--- config.mk ---
export PLATFORM = sky130hd
export DESIGN_NAME = csr_unit
export DESIGN_NICKNAME = d
export VERILOG_FILES = /design/src/rtl/csr_unit_pkg.sv /design/src/rtl/csr_unit_buffer.sv /design/src/rtl/csr_unit.sv
export SDC_FILE = /design/constraint.sdc
export NUM_CORES = 1
export LEC_CHECK = 0
export CAP_MARGIN = 20
export CORE_AREA = 2 2 177 179
export CTS_CLUSTER_DIAMETER = 150
export DETAILED_ROUTE_END_ITERATION = 6
export DIE_AREA = 0 0 179 181
export HOLD_SLACK_MARGIN = 0.12
export PLACE_DENSITY = 0.81
export SETUP_SLACK_MARGIN = 0.05
export SYNTH_ARGS = -nofsm -noshare
export SYNTH_HDL_FRONTEND = slang
export SYNTH_SLANG_ARGS = --single-unit
--- constraint.sdc ---
create_clock -name clk -period 10.7 [get_ports clk]
set_clock_uncertainty 0.15 [all_clocks]
set_input_delay 1.07 -clock clk [delete_from_list [all_inputs] [get_ports clk]]
set_output_delay 1.07 -clock clk [all_outputs]
set_load 0.05 [all_outputs]
--- src/rtl/csr_unit_pkg.sv ---
// Shared definitions for the CSR execute unit: op encodings, FP CSR addresses,
// and the fixed-width part of the response payload.
package csr_unit_pkg;

    localparam int CSR_ADDR_BITS = 12;
    localparam int UUID_BITS     = 44;

    typedef enum logic [1:0] {
        CSR_OP_NONE = 2'b00,
        CSR_OP_RW   = 2'b01,
        CSR_OP_RS   = 2'b10,
        CSR_OP_RC   = 2'b11
    } csr_op_e;

    localparam logic [CSR_ADDR_BITS-1:0] CSR_FFLAGS = 12'h001;
    localparam logic [CSR_ADDR_BITS-1:0] CSR_FRM    = 12'h002;
    localparam logic [CSR_ADDR_BITS-1:0] CSR_FCSR   = 12'h003;

    // Parts of the response that do not depend on core geometry
    typedef struct packed {
        logic [31:0] data;
        logic [31:0] pc;
        logic [4:0]  rd;
        logic        wb;
    } csr_rsp_t;

    // True for the CSRs whose contents are touched by in-flight FP instructions
    function automatic logic is_fp_csr(input logic [CSR_ADDR_BITS-1:0] addr);
        return (addr == CSR_FFLAGS) || (addr == CSR_FRM) || (addr == CSR_FCSR);
    endfunction

endpackage

--- src/rtl/csr_unit_buffer.sv ---
// Small elastic FIFO holding responses between the CSR unit and commit.
// Output is registered, so an entry pushed at cycle N is visible at N+1.
module csr_unit_buffer
    import csr_unit_pkg::*;
#(
    parameter int DATAW = 8,
    parameter int SIZE  = 2
) (
    input  logic             clk,
    input  logic             reset,
    input  logic             valid_in_i,
    output logic             ready_in_o,
    input  logic [DATAW-1:0] data_in_i,
    output logic             valid_out_o,
    input  logic             ready_out_i,
    output logic [DATAW-1:0] data_out_o
);

    localparam int PTRW = (SIZE > 1) ? $clog2(SIZE) : 1;
    localparam int CNTW = $clog2(SIZE + 1);
    localparam logic [CNTW-1:0] FULL    = CNTW'(SIZE);
    localparam logic [PTRW-1:0] LAST    = PTRW'(SIZE - 1);

    logic [DATAW-1:0] mem_q [SIZE];
    logic [PTRW-1:0]  rd_ptr_q, rd_ptr_d;
    logic [PTRW-1:0]  wr_ptr_q, wr_ptr_d;
    logic [CNTW-1:0]  count_q, count_d;
    logic             push;
    logic             pop;

    // Handshakes, output presentation and next-state occupancy/pointers
    always_comb begin
        ready_in_o  = (count_q != FULL);
        valid_out_o = (count_q != '0);
        data_out_o  = valid_out_o ? mem_q[rd_ptr_q] : '0;
        push        = valid_in_i & ready_in_o;
        pop         = valid_out_o & ready_out_i;
        rd_ptr_d    = rd_ptr_q;
        wr_ptr_d    = wr_ptr_q;
        count_d     = count_q;
        if (pop) begin
            rd_ptr_d = (rd_ptr_q == LAST) ? '0 : rd_ptr_q + PTRW'(1);
        end
        if (push) begin
            wr_ptr_d = (wr_ptr_q == LAST) ? '0 : wr_ptr_q + PTRW'(1);
        end
        if (push && !pop) begin
            count_d = count_q + CNTW'(1);
        end else if (!push && pop) begin
            count_d = count_q - CNTW'(1);
        end
    end

    // Pointer and occupancy registers; reset drops every buffered entry
    always_ff @(posedge clk) begin
        if (reset) begin
            rd_ptr_q <= '0;
            wr_ptr_q <= '0;
            count_q  <= '0;
        end else begin
            rd_ptr_q <= rd_ptr_d;
            wr_ptr_q <= wr_ptr_d;
            count_q  <= count_d;
        end
    end

    // Entry storage, written only on an accepted push
    always_ff @(posedge clk) begin
        if (push) begin
            mem_q[wr_ptr_q] <= data_in_i;
        end
    end

endmodule

--- src/rtl/csr_unit.sv ---
// CSR execute front end: reads the CSR storage block, performs the
// read-modify-write for RW/RS/RC, and returns the old value to commit.
module csr_unit
    import csr_unit_pkg::*;
#(
    parameter int CORE_ID     = 0,
    parameter int NUM_WARPS   = 4,
    parameter int NUM_THREADS = 4,
    parameter int NW_BITS     = (NUM_WARPS > 1) ? $clog2(NUM_WARPS) : 1
) (
    input  logic                     clk,
    input  logic                     reset,

    input  logic                     req_valid_i,
    output logic                     req_ready_o,
    input  logic [UUID_BITS-1:0]     req_uuid_i,
    input  logic [NW_BITS-1:0]       req_wid_i,
    input  logic [NUM_THREADS-1:0]   req_tmask_i,
    input  logic [31:0]              req_pc_i,
    input  logic [1:0]               req_op_i,
    input  logic [CSR_ADDR_BITS-1:0] req_addr_i,
    input  logic                     req_use_imm_i,
    input  logic [4:0]               req_rs1_i,
    input  logic [31:0]              req_rs1_data_i,
    input  logic [4:0]               req_rd_i,
    input  logic                     req_wb_i,

    input  logic [NUM_WARPS-1:0]     pending_fpu_i,

    output logic                     csr_rd_en_o,
    output logic [CSR_ADDR_BITS-1:0] csr_rd_addr_o,
    output logic [NW_BITS-1:0]       csr_rd_wid_o,
    output logic [UUID_BITS-1:0]     csr_rd_uuid_o,
    input  logic [31:0]              csr_rd_data_i,

    output logic                     csr_wr_en_o,
    output logic [CSR_ADDR_BITS-1:0] csr_wr_addr_o,
    output logic [NW_BITS-1:0]       csr_wr_wid_o,
    output logic [UUID_BITS-1:0]     csr_wr_uuid_o,
    output logic [31:0]              csr_wr_data_o,

    output logic                     rsp_valid_o,
    input  logic                     rsp_ready_i,
    output logic [UUID_BITS-1:0]     rsp_uuid_o,
    output logic [NW_BITS-1:0]       rsp_wid_o,
    output logic [NUM_THREADS-1:0]   rsp_tmask_o,
    output logic [31:0]              rsp_pc_o,
    output logic [4:0]               rsp_rd_o,
    output logic                     rsp_wb_o,
    output logic [31:0]              rsp_data_o,

    output logic                     busy_o
);

    localparam int DATAW = UUID_BITS + NW_BITS + NUM_THREADS + $bits(csr_rsp_t);

    csr_op_e          op;
    logic [31:0]      src;
    logic             fp_stall;
    logic             buf_ready;
    logic             buf_valid;
    logic             accept;
    logic             wr_needed;
    logic [31:0]      wr_data;
    csr_rsp_t         rsp_in;
    csr_rsp_t         rsp_out;
    logic [DATAW-1:0] buf_in;
    logic [DATAW-1:0] buf_out;

    assign op       = csr_op_e'(req_op_i);
    assign src      = req_use_imm_i ? {27'b0, req_rs1_i} : req_rs1_data_i;
    assign fp_stall = is_fp_csr(req_addr_i) & pending_fpu_i[req_wid_i];

    assign req_ready_o = ~fp_stall & buf_ready & ~reset;
    assign accept      = req_valid_i & req_ready_o;

    // Modify step of the RMW; an illegal op behaves as a non-writing set
    always_comb begin
        wr_data   = csr_rd_data_i | src;
        wr_needed = 1'b0;
        case (op)
            CSR_OP_RW: begin
                wr_data   = src;
                wr_needed = 1'b1;
            end
            CSR_OP_RS: begin
                wr_data   = csr_rd_data_i | src;
                wr_needed = (req_rs1_i != 5'd0);
            end
            CSR_OP_RC: begin
                wr_data   = csr_rd_data_i & ~src;
                wr_needed = (req_rs1_i != 5'd0);
            end
            default: begin
                wr_data   = csr_rd_data_i | src;
                wr_needed = 1'b0;
            end
        endcase
    end

    assign csr_rd_en_o   = accept & req_wb_i;
    assign csr_rd_addr_o = req_addr_i;
    assign csr_rd_wid_o  = req_wid_i;
    assign csr_rd_uuid_o = req_uuid_i;

    assign csr_wr_en_o   = accept & wr_needed;
    assign csr_wr_addr_o = req_addr_i;
    assign csr_wr_wid_o  = req_wid_i;
    assign csr_wr_uuid_o = req_uuid_i;
    assign csr_wr_data_o = wr_data;

    assign rsp_in.data = req_wb_i ? csr_rd_data_i : 32'd0;
    assign rsp_in.pc   = req_pc_i;
    assign rsp_in.rd   = req_rd_i;
    assign rsp_in.wb   = req_wb_i;
    assign buf_in      = {req_uuid_i, req_wid_i, req_tmask_i, rsp_in};

    csr_unit_buffer #(
        .DATAW (DATAW),
        .SIZE  (2)
    ) rsp_buf (
        .clk         (clk),
        .reset       (reset),
        .valid_in_i  (accept),
        .ready_in_o  (buf_ready),
        .data_in_i   (buf_in),
        .valid_out_o (buf_valid),
        .ready_out_i (rsp_ready_i),
        .data_out_o  (buf_out)
    );

    assign {rsp_uuid_o, rsp_wid_o, rsp_tmask_o, rsp_out} = buf_out;

    assign rsp_valid_o = buf_valid & ~reset;
    assign rsp_pc_o    = rsp_out.pc;
    assign rsp_rd_o    = rsp_out.rd;
    assign rsp_wb_o    = rsp_out.wb;
    assign rsp_data_o  = reset ? 32'd0 : rsp_out.data;
    assign busy_o      = (req_valid_i | buf_valid) & ~reset;

    // Dispatch must never hand over the reserved 00 op encoding
    always @(posedge clk) begin
        if (!reset && accept) begin
            assert (op != CSR_OP_NONE)
                else $error("csr_unit core%0d: illegal CSR op accepted", CORE_ID);
        end
    end

endmodule

# Word level (Yosys, flattened, before mapping)
# Memories as Yosys holds them, arrays and structs flattened. A register that Yosys moved wholly into a read port is not among the register bits.
# Cells that the tools add are included.
[classes] mux=16 eq_ne=7 n_bitwise=16 order_cmp=1 reduce_logical=10 n_addsub=4
[ops] operator="$mux 120" count=1
[ops] operator="$mux 32" count=3
[ops] operator="$pmux 32 s2" count=1
[ops] operator="$and 32x32->32" count=1
[ops] operator="$not 32->32" count=1
[ops] operator="$or 32x32->32" count=1
[ops] operator="$eq 12x2->1 const B" count=2
[ops] operator="$eq 12x1->1 const B" count=1
[ops] operator="$and 1x1->1" count=10
[ops] operator="$mux 1" count=7
[ops] operator="$reduce_bool 5->1" count=1
[ops] operator="$eq 2x2->1 const B" count=2
[ops] operator="$mux 2" count=2
[ops] operator="$reduce_bool 2->1" count=2
[ops] operator="$lt 2x3->1 const B" count=1
[ops] operator="$add 1x1->1 const B" count=2
[ops] operator="$add 2x1->2 const B" count=1
[ops] operator="$bmux 1 s2" count=1
[ops] operator="$eq 2x1->1 const B" count=1
[ops] operator="$logic_and 1x1->1" count=2
[ops] operator="$logic_not 1->1" count=2
[ops] operator="$logic_or 1x1->1" count=2
[ops] operator="$ne 2x2->1 const B" count=1
[ops] operator="$not 1->1" count=2
[ops] operator="other kinds (4)" count=4
[totals] mem_count=1 regBits=4 inputBits=180 elab_cells=58 mem_bits_rw=240
[mem_list] name="rsp_buf.mem_q" depth=2 word_bits=120 read_ports=1 rd_clocked_by_memory_dff=1 write_ports=1 line_no="csr_unit_buffer.sv:24" source="logic [DATAW-1:0] mem_q [SIZE];"

# Logic depth before layout (Yosys ltp)
# Gate-level depths: netlist of the first run.
[depth] word_depth=13 ltp_mapped=9

# Hierarchy
# From an unflattened synthesis of the first run, not the netlist that was laid out.
[unflattened] hier_cells=842 area_unflattened_um2=11340.9
[by_module_without_submodules] module="csr_unit_buffer" n_inst=1 seq_area_each_um2=7307.0 cells_per_inst=532 area_per_inst_um2=9326.4
[by_module_without_submodules] module="csr_unit" n_inst=1 seq_area_each_um2=0.0 cells_per_inst=310 area_per_inst_um2=2014.4

# Worst setup path after synthesis of the first run
# Ideal clock, no wire load.
[synth_timing] path_type="in2reg" start="in reset" end="mem rsp_buf.mem_q[0][0] in the netlist's numbering (enable)" setup_ps=601 stages=4 path_slack_ps=3177 required_time_ps=9949 n_path_buf=1 t_arrival_ps=6772 path_cell_list="buf_1 > nor3b_1 > o31ai_2 > nor2_1"
[synth_via] elab_chain_cells=6
[synth_lines] item="start, declared" line_no="csr_unit.sv:12" source="input logic reset,"
[synth_lines] item="$not 1->1" line_no="csr_unit.sv:74" source="assign req_ready_o = ~fp_stall & buf_ready & ~reset;"
[synth_lines] item="$and 1x1->1" line_no="csr_unit.sv:74"
[synth_lines] item="$and 1x1->1" line_no="csr_unit.sv:75" source="assign accept = req_valid_i & req_ready_o;"
[synth_lines] item="$and 1x1->1" line_no="csr_unit_buffer.sv:36" source="push = valid_in_i & ready_in_o;"
[synth_lines] item="$mux 1" line_no="csr_unit_buffer.sv:69" source="if (push) begin"
[synth_lines] item="$mux 1 (implied by the code)" line_no="csr_unit_buffer.sv:70" source="mem_q[wr_ptr_q] <= data_in_i;"
[synth_lines] item="end, declared" line_no="csr_unit_buffer.sv:24"
# No other way between the ends.

# Final worst setup path of the first run
[layout_timing] start="in req_wid_i[1]" end="out csr_rd_en_o"
[layout_via] elab_chain_cells=8
[layout_lines] item="start, declared" line_no="csr_unit.sv:17" source="input logic [NW_BITS-1:0] req_wid_i,"
[layout_lines] item="$bmux 1 s2" line_no="csr_unit.sv:72" source="assign fp_stall = is_fp_csr(req_addr_i) & pending_fpu_i[req_wid_i];"
[layout_lines] item="$mux 1 (implied by the code)" line_no="csr_unit.sv:72"
[layout_lines] item="$and 1x1->1" line_no="csr_unit.sv:72"
[layout_lines] item="$not 1->1" line_no="csr_unit.sv:74"
[layout_lines] item="$and 1x1->1 (2 in a row)" line_no="csr_unit.sv:74"
[layout_lines] item="$and 1x1->1" line_no="csr_unit.sv:75"
[layout_lines] item="$and 1x1->1" line_no="csr_unit.sv:101" source="assign csr_rd_en_o = accept & req_wb_i;"
[layout_lines] item="end, declared" line_no="csr_unit.sv:30" source="output logic csr_rd_en_o,"
# No other way between the ends. The select of a mux whose other input is x is not followed.

==> impl_metrics.yaml, run 1 <==
cells_and_area:
  diodes: 0
  nNetsFinal: 1326
  instances_no_fill: 1559
  layout-drive-gt1-share: 0.0447
  fillers: 2480
  area_delta_synth_final_pct: 44.1
setup_path:
  r2r_slack_ps: 7980
  worstReg2RegEnd: "rsp_buf.mem_q[0][106]"
  cp-start-kind: "input port"
  arrival_ps: 3700
  worst-setup-path-type: "in2out"
  crit_required_ps: 9480
  startpoint: "req_wid_i[1]"
  rr_startpoint: "rsp_buf.count_q[0]"
  critPathMaxFanout: 6
  crit_path_end_kind: "output pin"
  r2r.worst_path.cells: 5
cts:
  clk_latency_ps: 520
  hold_buffers: 0
  clk_path_buf_depth: 3
  clkTransAtPathRegs_ps: 60
  cts.sinks: 245
  cts_htree_levels: 1
  post_cts_buffers: 0
  cts_made_buffers: 26
  cts_tree: "done"
  post_cts_resized: 0
  clockRootBuffer: "clkbuf_16"
pwr:
  powerDensity_nw_per_um2: 248
  swShare: 0.426
  seq_power_share: 0.308
  p_comb_frac: 0.483
  p_int_uw: 2260
  switchingPower_uw: 1670
  ir_drop_v: 0.000178
  power_frac_clock: 0.210
  power_leakage_uw: 0.00533
yosys:
  postSynthCellCount: 814
  yosysSeqAreaShare: 0.663
  synth-edff-count: 240
  ys_types: 30
  synth.most_common_cell: "edfxtp_1"
  ys.flop_type: "edfxtp_1"
  yosys.area.top_type: "edfxtp_1"
  yosys_warnings: 0
  syn_area_um2: 11000
  synth_top_area_frac: 0.654
  synth-seq-cells: 245
  synthesis.nets: 995
  synth_common_cells: "edfxtp_1 (240), nor2_1 (128), mux2i_1 (127)"
  async_reset_ff_frac: 0
  synthTopCellsByArea: "edfxtp_1 (65%), mux2i_1 (12%), buf_4 (7.9%)"
  syn_area_per_cell_um2: 13.5
timing:
  fin_crit_sh: 0.460
  drv_slew: 0
  fin_crit_ps: 4920
  fin_setup_tns_ps: 0
  maxClockFrequency_mhz: 203
  timing.slew.headroom: 0.314
  setup_violations: 0
  timing.final.ws_setup_ps: 5780
  hold_viol_final: 0
  rsz0062_at_grt: "false"
  worstMarginPinSlew_ps: 1030
floorplanning:
  die_area_um2: 32400
  die_h_um: 181
  num_rows: 64
  die_x_um: 179
  start_util: 0.363
  ioPinCount: 453
  core_um2: 30300
hold_path:
  whs_path_depth: 2
  hp-start: "rsp_buf.rd_ptr_q"
  hold_path_class: "reg2reg"
routing:
  ant_nets: 0
  via_count: 7303
  vias_per_cell: 4.68
  drc: 0
  drt-initial-drc-count: 269
  avgRoutedWirePerCell_um: 17.3
  dr.pass1.iters: 4
  routed_wl_um: 27000
place:
  hpwl_um: 19700
  dpl_worst_slack_ps: 5780
  dp_cells: 1512
  gp_congestion: 0.892
  portBuffers: 452
outcome:
  status: "complete, no violations"
grt:
  track_usage: 0.160
  grt_pass1_wl_um: 40400
  grt_overflow: 0
  grt_max_degree: 89
  antenna_found_initial: 1
  first_global_vias: 7458
job:
  maxCapViolCount: 0
## routing by layer
| metal | vias up | global-route usage | share of wire |
|---|---|---|---|
| met2 | 347 | 0.298 | 0.52 |
| met1 | 3437 | 0.170 | 0.36 |
| met5 | - | 0 | 0 |
| met3 | 60 | 0.0436 | 0.091 |
| li1 | 3459 | - | - |
| met4 | 0 | 0.0553 | 0.032 |
## kinds of logic (layout without fill, tap and decap cells)
logic type               after synthesis  count (layout)  synth area share
AND/OR/NAND/NOR                      235             235             0.101
buffers and inverters                162             511            0.0968
AO/OA/AOI/OAI                         40              40            0.0197
flip-flops                           245             245             0.663
adder cells (fa/ha/maj)                1               1           0.00113
multiplexers                         128             128             0.117
XOR/XNOR                               3               3           0.00238
## power groups by stage
stage / clock network (uW) / logic [uW] / registers, uW
6_report: 825 / 1900 / 1210
5_1_grt: 882 / 1990 / 1220
4_1_cts: 847 / 1920 / 1210
3_5_place_dp: 0 / 1910 / 1230
3_3_place_gp: 0 / 1900 / 1230
2_1_floorplan: 0 / 1320 / 1210
## how the worst max path moves through the flow
| stage | slack (ps) | cells after the start | endpoint |
|---|---|---|---|
| final | 5780 | 6 | csr_rd_en_o |
| after global routing | 5650 | 6 | csr_wr_en_o |
| after CTS | 5770 | 6 | csr_wr_en_o |
| after detailed placement | 5780 | 6 | csr_rd_en_o |
| after global placement | 5800 | 6 | csr_wr_en_o |
| after floorplan | 3180 | 4 | rsp_buf.mem_q[0][0] |
## sequential cells by signal, summed over array words and instances, names as in the netlist, named ones only
signal,cells
rsp_buf.mem_q,240
rsp_buf.rd_ptr_q,1
rsp_buf.wr_ptr_q,1
rsp_buf.count_q,2
## critical path, cell delays in order
cell and delay [ps]:
clkdlybuf4s50_1 610, mux2i_1 120, mux2_4 290, o31ai_2 780, nor2_1 90, clkdlybuf4s50_1 740
## area by class of cell
cell class	count	area [um^2]	area share
Sequential cell	245	7310	0.460
Timing Repair Buffer	461	4610	0.290
Multi-Input combinational cell	407	2670	0.168
Clock buffer	37	713	0.0449
Tap cell	396	495	0.0312
Clock inverter	9	72.6	0.00457
Inverter	4	15.0	0.000945
## cell usage in the layout, fill, tap and decap left out
cell,count
clkinv_1,3
nor2_4,3
xor2_1,3
o31ai_2,1
edfxtp_1,240
a21oi_1,2
clkdlybuf4s50_1,452
nand2_1,1
clkinv_2,3
buf_4,8
or3_1,1
clkbuf_16,27
nand3_1,32
nor4_1,2
inv_6,1
and2_1,33
or2_2,1
or4_4,1
nor2b_1,1
nor2_1,126
nor3b_1,1
or4_1,1
bufinv_16,1
mux2_4,1
ha_1,1
clkbuf_1,10
mux2i_1,127
buf_16,1
nand2b_1,29
dfxtp_4,1
o21ai_0,36
inv_1,3
nor3_1,3
o221ai_2,1
inv_2,1
clkinvlp_4,1
dfxtp_1,4
## metrics by stage
stage	cell area, um^2	util	power, uW	hold slack [ps]
6_report	15900	0.524	3930	363
5_1_grt	15900	0.524	4090	412
3_5_place_dp	15100	0.497	3140	353
2_1_floorplan	11000	-	2530	322
3_3_place_gp	15100	0.497	3130	335
4_1_cts	15900	0.523	3980	373
Note: power is estimated with default switching activity, not from simulation.
==> inputs of run 2 (changes only) <==
==> constraint.sdc (replaced) <==
create_clock -name clk -period 5.08 [get_ports clk]
set_clock_uncertainty 0.15 [all_clocks]
set_input_delay 0.508 -clock clk [delete_from_list [all_inputs] [get_ports clk]]
set_output_delay 0.508 -clock clk [all_outputs]
set_load 0.05 [all_outputs]
==> run 2 against run 1 <==
Die area did not move. Clock power rose by 120%. Final area rose by 0.54%. Critical path type unchanged.
==> impl_metrics.yaml, run 2 (synthesis gave the netlist of run 1 again) <==
outcome:
  status: "complete, no violations"
cells_and_area:
  nNetsFinal: 1326
  mostFrequentLayoutCell: "clkdlybuf4s50_1"
  final_area_um2: 16000
  reg_top3: "rsp_buf.mem_q (240), rsp_buf.count_q (2)"
  area_delta_synth_final_pct: 44.9
  diodes: 0
  largest_reg_flops: 240
  final_cell_mix: "clkdlybuf4s50_1 (452), edfxtp_1 (240), mux2i_1 (127), nor2_1 (126), o21ai_0 (36)"
  largest-register: "rsp_buf.mem_q"
  layout-drive-gt1-share: 0.0499
  fillers: 2491
  instances_no_fill: 1559
  fin_util: 0.527
pwr:
  powerDensity_nw_per_um2: 523
  swShare: 0.425
  switchingPower_uw: 3550
  power_leakage_uw: 0.00536
  power_frac_clock: 0.215
  seq_power_share: 0.307
  p_comb_frac: 0.478
  p_int_uw: 4810
  ir_drop_v: 0.000281
routing:
  avgRoutedWirePerCell_um: 17.6
  routed_wl_um: 27400
  ant_nets: 0
  drt-initial-drc-count: 319
  via_count: 7387
  vias_per_cell: 4.74
  drc: 0
  dr.pass1.iters: 4
cts:
  clk_path_buf_depth: 3
  cts_made_buffers: 25
  cts_htree_levels: 1
  post_cts_buffers: 0
  clkTransAtPathRegs_ps: 60
  clk_latency_ps: 510
  cts_tree: "done"
  post_cts_resized: 0
  clockRootBuffer: "clkbuf_16"
  hold_buffers: 0
  cts.sinks: 245
place:
  hpwl_um: 20100
  portBuffers: 452
  dp_cells: 1514
  gp_congestion: 0.893
  dpl-instance-area_um2: 15200
setup_path:
  worst-setup-path-type: "in2out"
  crit_required_ps: 4420
  cp-start-kind: "input port"
  arrival_ps: 3140
  rr_startpoint: "rsp_buf.count_q[0]"
  worstReg2RegEnd: "rsp_buf.mem_q[0][107]"
  crit_path_end_kind: "output pin"
  r2r_slack_ps: 1950
  r2r.worst_path.cells: 5
  critPathMaxFanout: 6
grt:
  grt_overflow: 0
  grt_max_degree: 79
  antenna_found_initial: 1
  first_global_vias: 7534
  track_usage: 0.160
  grt_pass1_wl_um: 40400
hold_path:
  whs_path_depth: 2
  hp-start: "rsp_buf.rd_ptr_q"
  hold_path_class: "reg2reg"
timing:
  fin_crit_ps: 3800
  holdWs_ps: 368
  timing.slew.headroom: 0.297
  setup_violations: 0
  rsz0062_at_grt: "false"
  fin_crit_sh: 0.747
  drv_slew: 0
  maxClockFrequency_mhz: 263
  worstMarginPinSlew_ps: 1050
  hold_viol_final: 0
floorplanning:
  num_rows: 64
  die_x_um: 179
  ioPinCount: 453
  die_area_um2: 32400
  core_um2: 30300
  start_util: 0.363
  die_h_um: 181
job:
  maxCapViolCount: 0
run 2: cell type report:
type                            count  area, um^2  area share
Clock buffer                       27         633      0.0396
Clock inverter                     18         181      0.0114
Inverter                            4        15.0    0.000940
Multi-Input combinational cell    407        2670       0.167
Sequential cell                   245        7310       0.458
Tap cell                          396         495      0.0310
Timing Repair Buffer              462        4670       0.292
run 2: worst max-delay path: stages:
cell and delay [ps]:
clkdlybuf4s50_1 600, mux2i_1 120, mux2_4 310, o31ai_2 770, a21oi_1 80, clkdlybuf4s50_1 750
run 2: worst max-delay path by stage:
| stage | from | end | slack [ps] | cells past startpoint |
|---|---|---|---|---|
| 4_1_cts | req_wid_i[1] | csr_wr_en_o | 1240 | 6 |
| 2_1_floorplan | reset | rsp_buf.mem_q[0][0] | -1880 | 4 |
| 3_5_place_dp | req_wid_i[1] | csr_wr_en_o | 1240 | 6 |
| 3_3_place_gp | req_addr_i[9] | csr_wr_en_o | 1340 | 6 |
| 5_1_grt | req_wid_i[1] | csr_wr_en_o | 1150 | 6 |
| 6_report | req_wid_i[1] | csr_wr_en_o | 1280 | 6 |
run 2: per-layer routing:
layer | GRT usage | up-vias | part of all wire
li1 | - | 3468 | -
met1 | 0.171 | 3486 | 0.36
met2 | 0.292 | 364 | 0.51
met3 | 0.0440 | 69 | 0.095
met4 | 0.0654 | 0 | 0.037
met5 | 0 | - | 0
run 2: per-stage QoR:
step	setup slack (ps)	total power, uW	TNS [ps]
after floorplan	-1880	5330	-451390
after global placement	1340	6610	0
after detailed placement	1240	6650	0
after CTS	1240	8450	0
after global routing	1150	8670	0
final	1280	8360	0
run 2: power by group through the flow:
stage / sequential, uW / combinational [uW] / clock, uW
3_3_place_gp: 2600 / 4000 / 0
2_1_floorplan: 2560 / 2770 / 0
5_1_grt: 2590 / 4180 / 1910
6_report: 2570 / 4000 / 1790
4_1_cts: 2570 / 4040 / 1840
3_5_place_dp: 2620 / 4030 / 0
